<file path="config.mk">
export PLATFORM = sky130hd
export DESIGN_NAME = day_select_ctrl
export DESIGN_NICKNAME = d
export VERILOG_FILES = /design/src/rtl/day_pkg.sv /design/src/rtl/day_glyph_rom.sv /design/src/rtl/day_select_ctrl.sv
export SDC_FILE = /design/constraint.sdc
export NUM_CORES = 1
export LEC_CHECK = 0
export BUFFER_PORTS_ARGS = -buffer_cell sky130_fd_sc_hd__buf_2
export CAP_MARGIN = 20
export CORE_ASPECT_RATIO = 0.75
export CORE_MARGIN = 1.5
export CORE_UTILIZATION = 63
export CTS_CLUSTER_SIZE = 16
export DETAILED_ROUTE_END_ITERATION = 12
export PLACE_DENSITY = 0.95
export SYNTH_ARGS = -nofsm -noshare
export SYNTH_HDL_FRONTEND = slang
export SYNTH_HIERARCHICAL = 1
export SYNTH_SLANG_ARGS = --single-unit
</file>
<file path="constraint.sdc">
create_clock -name clk -period 6.95 [get_ports clk]
set_clock_uncertainty 0.1 [all_clocks]
set_input_delay 0.695 -clock clk [delete_from_list [all_inputs] [get_ports clk]]
set_output_delay 0.695 -clock clk [all_outputs]
set_load 0.03 [all_outputs]
</file>
<file path="src/rtl/day_pkg.sv">
// Shared types, day codes and glyph table for the day-of-week select/display path.
package day_pkg;

  typedef logic [2:0] day_t;

  localparam day_t MON = 3'd0;
  localparam day_t TUE = 3'd1;
  localparam day_t WED = 3'd2;
  localparam day_t THU = 3'd3;
  localparam day_t FRI = 3'd4;
  localparam day_t SAT = 3'd5;
  localparam day_t SUN = 3'd6;

  // Segments {A,B,C,D,E,F,G}, bit 6 = A; code 7 is unreachable and stays dark.
  localparam logic [6:0] GLYPH [0:7] = '{
    7'b0011101, 7'b0111110, 7'b1001111, 7'b0110111,
    7'b0000110, 7'b1110000, 7'b1110110, 7'b0000000
  };

  typedef enum logic {ST_RUN, ST_SET} state_t;

  function automatic day_t day_inc(input day_t d);
    return (d == SUN) ? MON : day_t'(d + 3'd1);
  endfunction

  function automatic day_t day_dec(input day_t d);
    return (d == MON) ? SUN : day_t'(d - 3'd1);
  endfunction

endpackage

</file>
<file path="src/rtl/day_glyph_rom.sv">
// Pure lookup from day code and blink phase to a polarity-adjusted 7-segment glyph.
module day_glyph_rom
  import day_pkg::*;
#(
  parameter bit ACTIVE_LOW = 1'b0
) (
  input  day_t       code,
  input  logic       blink_on,
  output logic [6:0] glyph
);

  logic [6:0] raw;

  always_comb begin
    raw   = blink_on ? GLYPH[code] : 7'b0000000;
    glyph = ACTIVE_LOW ? ~raw : raw;
  end

endmodule

</file>
<file path="src/rtl/day_select_ctrl.sv">
// Day-of-week register with RUN (tick-advanced) and SET (up/down, blinking) modes,
// driving a registered 7-segment glyph for the third display digit.
module day_select_ctrl
  import day_pkg::*;
#(
  parameter int unsigned START_DAY   = 0,
  parameter int unsigned BLINK_DIV   = 25000000,
  parameter int unsigned SET_TIMEOUT = 0,
  parameter bit          ACTIVE_LOW  = 1'b0
) (
  input  logic       clk,
  input  logic       rst,
  input  logic       day_tick,
  input  logic       mode_btn,
  input  logic       up_btn,
  input  logic       dn_btn,
  output logic [2:0] day,
  output logic       set_active,
  output logic       week_wrap,
  output logic [6:0] seg
);

  localparam int BLINK_W = $clog2(BLINK_DIV);
  localparam int TO_W    = (SET_TIMEOUT > 0) ? $clog2(SET_TIMEOUT + 1) : 1;

  localparam logic [BLINK_W-1:0] BLINK_MAX  = BLINK_W'(BLINK_DIV - 1);
  localparam logic [TO_W-1:0]    TO_MAX     = (SET_TIMEOUT > 0) ? TO_W'(SET_TIMEOUT - 1) : '0;
  localparam day_t               START_CODE = day_t'(START_DAY);

  state_t             state_q,    state_d;
  day_t               day_q,      day_d;
  logic [BLINK_W-1:0] blink_cnt_q, blink_cnt_d;
  logic               blink_on_q, blink_on_d;
  logic [TO_W-1:0]    to_cnt_q,   to_cnt_d;
  logic               wrap_q,     wrap_d;
  logic               set_q;
  logic [6:0]         seg_q;

  day_t       rom_day;
  logic       rom_on;
  logic [6:0] rom_glyph;

  // NOTE: every variable gets a default before any branch, so no path can infer a latch.
  always_comb begin
    state_d     = state_q;
    day_d       = day_q;
    blink_cnt_d = blink_cnt_q;
    blink_on_d  = blink_on_q;
    to_cnt_d    = to_cnt_q;
    wrap_d      = 1'b0;

    unique case (state_q)
      ST_RUN: begin
        blink_cnt_d = '0;
        blink_on_d  = 1'b1;
        to_cnt_d    = '0;
        if (mode_btn) begin
          state_d = ST_SET;
        end else if (day_tick) begin
          day_d  = day_inc(day_q);
          wrap_d = (day_q == SUN);
        end
      end

      ST_SET: begin
        if (mode_btn) begin
          state_d     = ST_RUN;
          blink_cnt_d = '0;
          blink_on_d  = 1'b1;
          to_cnt_d    = '0;
        end else if (up_btn || dn_btn) begin
          // A simultaneous up+down cancels out but still counts as user activity.
          if (up_btn && !dn_btn) day_d = day_inc(day_q);
          if (dn_btn && !up_btn) day_d = day_dec(day_q);
          blink_cnt_d = '0;
          blink_on_d  = 1'b1;
          to_cnt_d    = '0;
        end else begin
          if (blink_cnt_q == BLINK_MAX) begin
            blink_cnt_d = '0;
            blink_on_d  = ~blink_on_q;
          end else begin
            blink_cnt_d = blink_cnt_q + BLINK_W'(1);
          end
          if (SET_TIMEOUT > 0) begin
            if (to_cnt_q == TO_MAX) begin
              state_d     = ST_RUN;
              blink_cnt_d = '0;
              blink_on_d  = 1'b1;
              to_cnt_d    = '0;
            end else begin
              to_cnt_d = to_cnt_q + TO_W'(1);
            end
          end
        end
      end

      default: state_d = ST_RUN;
    endcase

    // The glyph register loads from next-state values so it stays aligned with day.
    rom_day = rst ? START_CODE : day_d;
    rom_on  = rst ? 1'b1 : blink_on_d;
  end

  day_glyph_rom #(
    .ACTIVE_LOW(ACTIVE_LOW)
  ) u_rom (
    .code    (rom_day),
    .blink_on(rom_on),
    .glyph   (rom_glyph)
  );

  // NOTE: sequential state uses non-blocking assignments so all registers update together.
  always_ff @(posedge clk) begin
    if (rst) begin
      state_q     <= ST_RUN;
      day_q       <= START_CODE;
      blink_cnt_q <= '0;
      blink_on_q  <= 1'b1;
      to_cnt_q    <= '0;
      wrap_q      <= 1'b0;
      set_q       <= 1'b0;
      seg_q       <= rom_glyph;
    end else begin
      state_q     <= state_d;
      day_q       <= day_d;
      blink_cnt_q <= blink_cnt_d;
      blink_on_q  <= blink_on_d;
      to_cnt_q    <= to_cnt_d;
      wrap_q      <= wrap_d;
      set_q       <= (state_d == ST_SET);
      seg_q       <= rom_glyph;
    end
  end

  assign day        = day_q;
  assign set_active = set_q;
  assign week_wrap  = wrap_q;
  assign seg        = seg_q;

endmodule

</file>
# Yosys cells after proc, flatten, opt, wreduce, memory -nomap -nowiden
# Memory sizes are Yosys's and may differ from the RTL's. A register that Yosys moved wholly into a read port is not among the register bits.
# Index checks and enable logic that the tools add are counted.
[totals]
word_cells = 45
output_inout_bits = 12
input_bits = 6
memories = 1
reg_bits = 31
romBits = 56
[memory_table]
columns = ["name", "depth", "width", "rd", "rd_clocked_by_memory_dff", "write_ports", "line", "text"]
rows = [
  ["(name not given)", 8, 7, 1, 1, 0, "day_glyph_rom.sv:15", "raw = blink_on ? GLYPH[code] : 7'b0000000;"],
]
[op_classes]
bitwise_logic = 4
addsub = 3
n_eq_ne = 2
mux = 22
n_reduce_logical = 8
[ops]
columns = ["op", "count"]
rows = [
  ["two-way mux 25 bit", 3],
  ["case mux 25 bit (2 select lines)", 1],
  ["two-way mux 3 bit", 9],
  ["adder 25 x 1 -> 25 bit (second input constant)", 1],
  ["equality test 25 bit (second input constant)", 1],
  ["two-way mux 1 bit", 6],
  ["case mux 3 bit (2 select lines)", 1],
  ["inverter 3 -> 4 bit", 1],
  ["case mux 1 bit (2 select lines)", 2],
  ["OR reduction 4 bit", 1],
  ["adder 3 x 1 -> 3 bit (second input constant)", 1],
  ["equality test 3 bit (second input constant)", 1],
  ["logical NOT 1 bit", 3],
  ["logical NOT 3 bit", 1],
  ["inverter 1 bit", 3],
  ["subtractor 3 x 1 -> 3 bit (second input constant)", 1],
  ["logical AND 1 bit", 2],
  ["logical OR 1 bit", 1],
]

# Depth between registers and ports, before layout
[logic_depth]
word_depth = 9
mapped_depth = 10
mapped_depth_nobuf = 10

# By module
# The synthesis kept the hierarchy.
[by_module_without_submodules]
columns = ["module", "cells_per_inst", "seq_area_each_um2", "instances", "area_each_um2"]
rows = [
  ["day_select_ctrl", 203, 760.7, 1, 1874.3],
  ["day_glyph_rom", 20, 0.0, 1, 158.9],
]

# Least setup slack after synthesis
# No wires, ideal clock.
[synth_timing]
kind = "reg2reg"
from = "register day_q[0] (netlist: day[0])"
to = "register seg_q[5] (netlist: seg[5])"
setup_slack_ps = 3982
required_ps = 6780
setup_time_ps = 70
t_arrival_ps = 2798
n_path_buf = 0
period_less_slack_ps = 2968
stages_incl_launch_ff = 9
path_cell_list = "dfxtp_1 > inv_1 > ha_1 > nor2_1 > mux2i_1 > a22o_1 > a2111oi_0 > nand2_1 > a21boi_1"
[synth_between]
elab_chain_cells = 9
elab_cells_between_ends = 15
cone_classes = "add/sub (2); eq/ne (1); mux (10); bitwise (1); reduce/logical (1)"
[synth_rtl]
columns = ["item", "line", "text"]
rows = [
  ["start: declaration", "day_select_ctrl.sv:31", "day_t day_q, day_d;"],
  ["start signal: assignment", "day_select_ctrl.sv:127", "day_q <= day_d;"],
  ["adder 3 x 1 -> 3 bit or equality test 3 bit (tied branches)", "day_pkg.sv:23", "return (d == SUN) ? MON : day_t'(d + 3'd1);"],
  ["two-way mux 3 bit", "day_pkg.sv:23", ""],
  ["two-way mux 3 bit", "day_select_ctrl.sv:73", "if (up_btn && !dn_btn) day_d = day_inc(day_q);"],
  ["two-way mux 3 bit", "day_select_ctrl.sv:74", "if (dn_btn && !up_btn) day_d = day_dec(day_q);"],
  ["two-way mux 3 bit", "day_select_ctrl.sv:71", "end else if (up_btn || dn_btn) begin"],
  ["two-way mux 3 bit", "day_select_ctrl.sv:66", "if (mode_btn) begin"],
  ["case mux 3 bit (2 select lines) *", "day_select_ctrl.sv:52", "unique case (state_q)"],
  ["two-way mux 3 bit *", "--", ""],
  ["via rom_day[2]", "day_select_ctrl.sv:39", "day_t rom_day;"],
  ["inverter 3 -> 4 bit (implied by the code) *", "day_glyph_rom.sv:15", ""],
  ["end: declaration", "day_select_ctrl.sv:37", "logic [6:0] seg_q;"],
]
# Mark *: on every way through the listed nets, which the timed path passes. The rest lies on a longest branch.
# A chain may end at the register's enable or synchronous reset.

# Worst setup path in the final report
[layout_timing]
from = "register day_q[0] (netlist: day[0])"
to = "register seg_q[4] (netlist: seg[4])"
# Same word-level chain as after synthesis.

==> out/qor.txt <==
Status -> finished clean
Avg WL per Cell -> 15.0 um
Worst Setup End Kind -> flop
Crit Path Max Fanout -> 7
Final period util -> 43.7%
Worst Path Arrival -> 3.18 ns
Layout area overhead -> 9.29%
Synth Instances -> 223
Setup Fix Bufs, Post-CTS -> 0
Die area -> 3580 sq um
Max Freq -> 0.329 GHz
Final-report hold violation count -> 0
HP Class -> reg -> reg
Worst-skew pair later-pin latency -> 0.30 ns
CP max stage cell -> a311oi_1
Rows -> 17
Clock root cell -> clkbuf_8
Cts hold-fix bufs -> 0
CTS tree -> yes
Routability congestion estimate -> 0.925
DRC viols -> 0
Yosys top cell area share -> 37.4%
RSZ-0062 raised after global routing -> false
First-pass GRT wire length -> 7100 um
Vias in the first global route -> 1472
Core Box Area -> 3000 sq um
Most frequent cells in the layout -> dfxtp_1 (38), buf_2 (17), nor3_1 (16), a211oi_1 (13)
# fillers -> 218
Reg clk slew, reported paths -> 0.08 ns
Unique masters post-synth -> 46
Setup TNS -> 0 ns
Non-Filler Instances -> 276
Slew Limit Fails -> 0
Number of max-cap violations -> 0
ANT cells -> 0
Initial antenna violation count -> 0
Initial Util -> 67.8%
Commonest non-fill, non-tap cell in the layout -> dfxtp_1
Largest cells by area after synthesis -> dfxtp_1 (37%), ha_1 (7.4%), a211oi_1 (4.8%)
Drt first pass iters -> 5
Clock sinks -> 38
TritonCTS buffer count -> 5
Leakage -> 0.781 nW
Power Density -> 225 nW/um^2
Grt ovf -> 0
Post-synth top area cell -> dfxtp_1
Fraction of layout cells with a size suffix above 1 -> 16.8%
DIE WIDTH -> 68.6 um
Startpoint types -> flop
Avg Cell Area, Syn -> 9.12 sq um
GRT Resource Usage Total -> 27.5%
Crit Path Class -> reg -> reg
Post-synth EDFFs -> 0
ANT nets after route -> 0
# nets final -> 255
Final setup violation count -> 0
Slew HR -> 31.0%
Mapped Area -> 2030 sq um
Max H-tree Level -> 2
Crit path cell chain -> inv_1 > ha_1 > and2_1 > nor3_1 > a211oi_1 > a311oi_1 > inv_1 > ha_1 > or2_1 > a21boi_2
CP peak stage delay -> 0.72 ns
Die Height -> 52.2 um
Placed insts -> 268
IO Pins -> 18
Port Buffer Count -> 17
Min Tclk post-route -> 3.04 ns
Share of flip-flops with an asynchronous set or reset -> 0%
Via/cell ratio -> 6.21
DP HPWL -> 2760 um
Vias -> 1713
Worst-margin pin slew -> 1.03 ns
Top FF cell, synth -> dfxtp_1
Syn nets -> 241
CP required -> 7.09 ns
Final wirelength -> 4150 um
Post-CTS Resized -> 0
Largest net degree at the start of global routing -> 27
Synth Register Bits -> 38
Initial DRC count -> 128
Register area share after synthesis -> 37.4%
Ys Warns -> 6
CTS Buffer Depth -> 2
Worst vdd ir -> 0.177 mV
critical path: cells and delay by family (launching register included):
family	cells	cell delay (ns)
compound gates	3	0.92
simple gates	3	0.59
fa+ha+maj	2	0.54
flops	1	0.46
buf+inv	2	0.36
cell families after synthesis:
kind of cell / Yosys count / synth area share [%]
compound gates: 45 / 16.8
xor+xnor: 11 / 4.74
fa+ha+maj: 12 / 7.38
buf+inv: 22 / 5.42
flops: 38 / 37.4
mux: 1 / 0.492
simple gates: 94 / 27.8
layout make-up:
| class | count | area [sq um] | area share (%) |
|---|---|---|---|
| clock buffers | 5 | 68.8 | 3.10 |
| clock inverters | 3 | 45.0 | 2.03 |
| inverters | 10 | 37.5 | 1.69 |
| multi-input cells | 163 | 1160 | 52.3 |
| flip-flops and latches | 38 | 761 | 34.2 |
| well taps | 38 | 47.5 | 2.14 |
| repair buffers | 19 | 100 | 4.50 |
per-layer routing:
| metal | vias to the layer above | GRT usage (%) | share of wire (%) |
|---|---|---|---|
| met5 | - | 0 | 0 |
| met4 | 0 | 12.0 | 1.5 |
| met3 | 7 | 7.96 | 6.5 |
| met2 | 52 | 37.2 | 43 |
| met1 | 806 | 40.0 | 49 |
| li1 | 848 | - | - |
path summary, 6_finish.rpt:
path | to | depth (start not counted) | slack [ns] | start
min reg2reg | blink_cnt_q[0]$_SDFF_PP0_ | 1 | 0.37 | blink_cnt_q[0]$_SDFF_PP0_
min | blink_cnt_q[0]$_SDFF_PP0_ | 1 | 0.37 | blink_cnt_q[0]$_SDFF_PP0_
max reg2reg | seg[4]$_DFF_P_ | 10 | 3.91 | day[0]$_DFF_P_
max | seg[4]$_DFF_P_ | 10 | 3.91 | day[0]$_DFF_P_
Yosys cell counts, types with 5 or more instances:
| master | instances |
|---|---|
| a211oi_1 | 13 |
| nand2b_1 | 5 |
| nand2_1 | 12 |
| ha_1 | 12 |
| xor2_1 | 9 |
| or4_1 | 7 |
| clkbuf_1 | 5 |
| o21ai_0 | 9 |
| dfxtp_1 | 38 |
| inv_1 | 10 |
| nor2_1 | 9 |
| o31ai_1 | 9 |
| nand3_1 | 7 |
| nor3_1 | 16 |
| nand4_1 | 9 |
sequential cells by signal (all words and copies together), names as in the netlist:
| name | flops |
|---|---|
| day | 3 |
| blink_on_q | 1 |
| blink_cnt_q | 25 |
| week_wrap | 1 |
| seg | 7 |
| set_active | 1 |
report_power, final:
| group | total [mW] | switching [mW] | internal, mW |
|---|---|---|---|
| sequential | 0.235 | 0.00757 | 0.227 |
| clock | 0.190 | 0.0833 | 0.107 |
| combinational | 0.0744 | 0.0482 | 0.0263 |
| total | 0.500 | 0.139 | 0.360 |
stage by stage:
stage	hold slack, ns	util [%]	instance area [sq um]	total power [mW]	setup slack, ns
6_report	0.372	74.1	2220	0.500	3.91
2_1_floorplan	0.324	-	2030	0.291	3.98
3_5_place_dp	0.353	70.3	2110	0.313	3.89
5_1_grt	0.387	74.1	2220	0.516	3.61
3_3_place_gp	0.338	70.3	2110	0.312	3.94
4_1_cts	0.370	74.1	2220	0.501	3.92
Power figures use the tool's default switching activity.
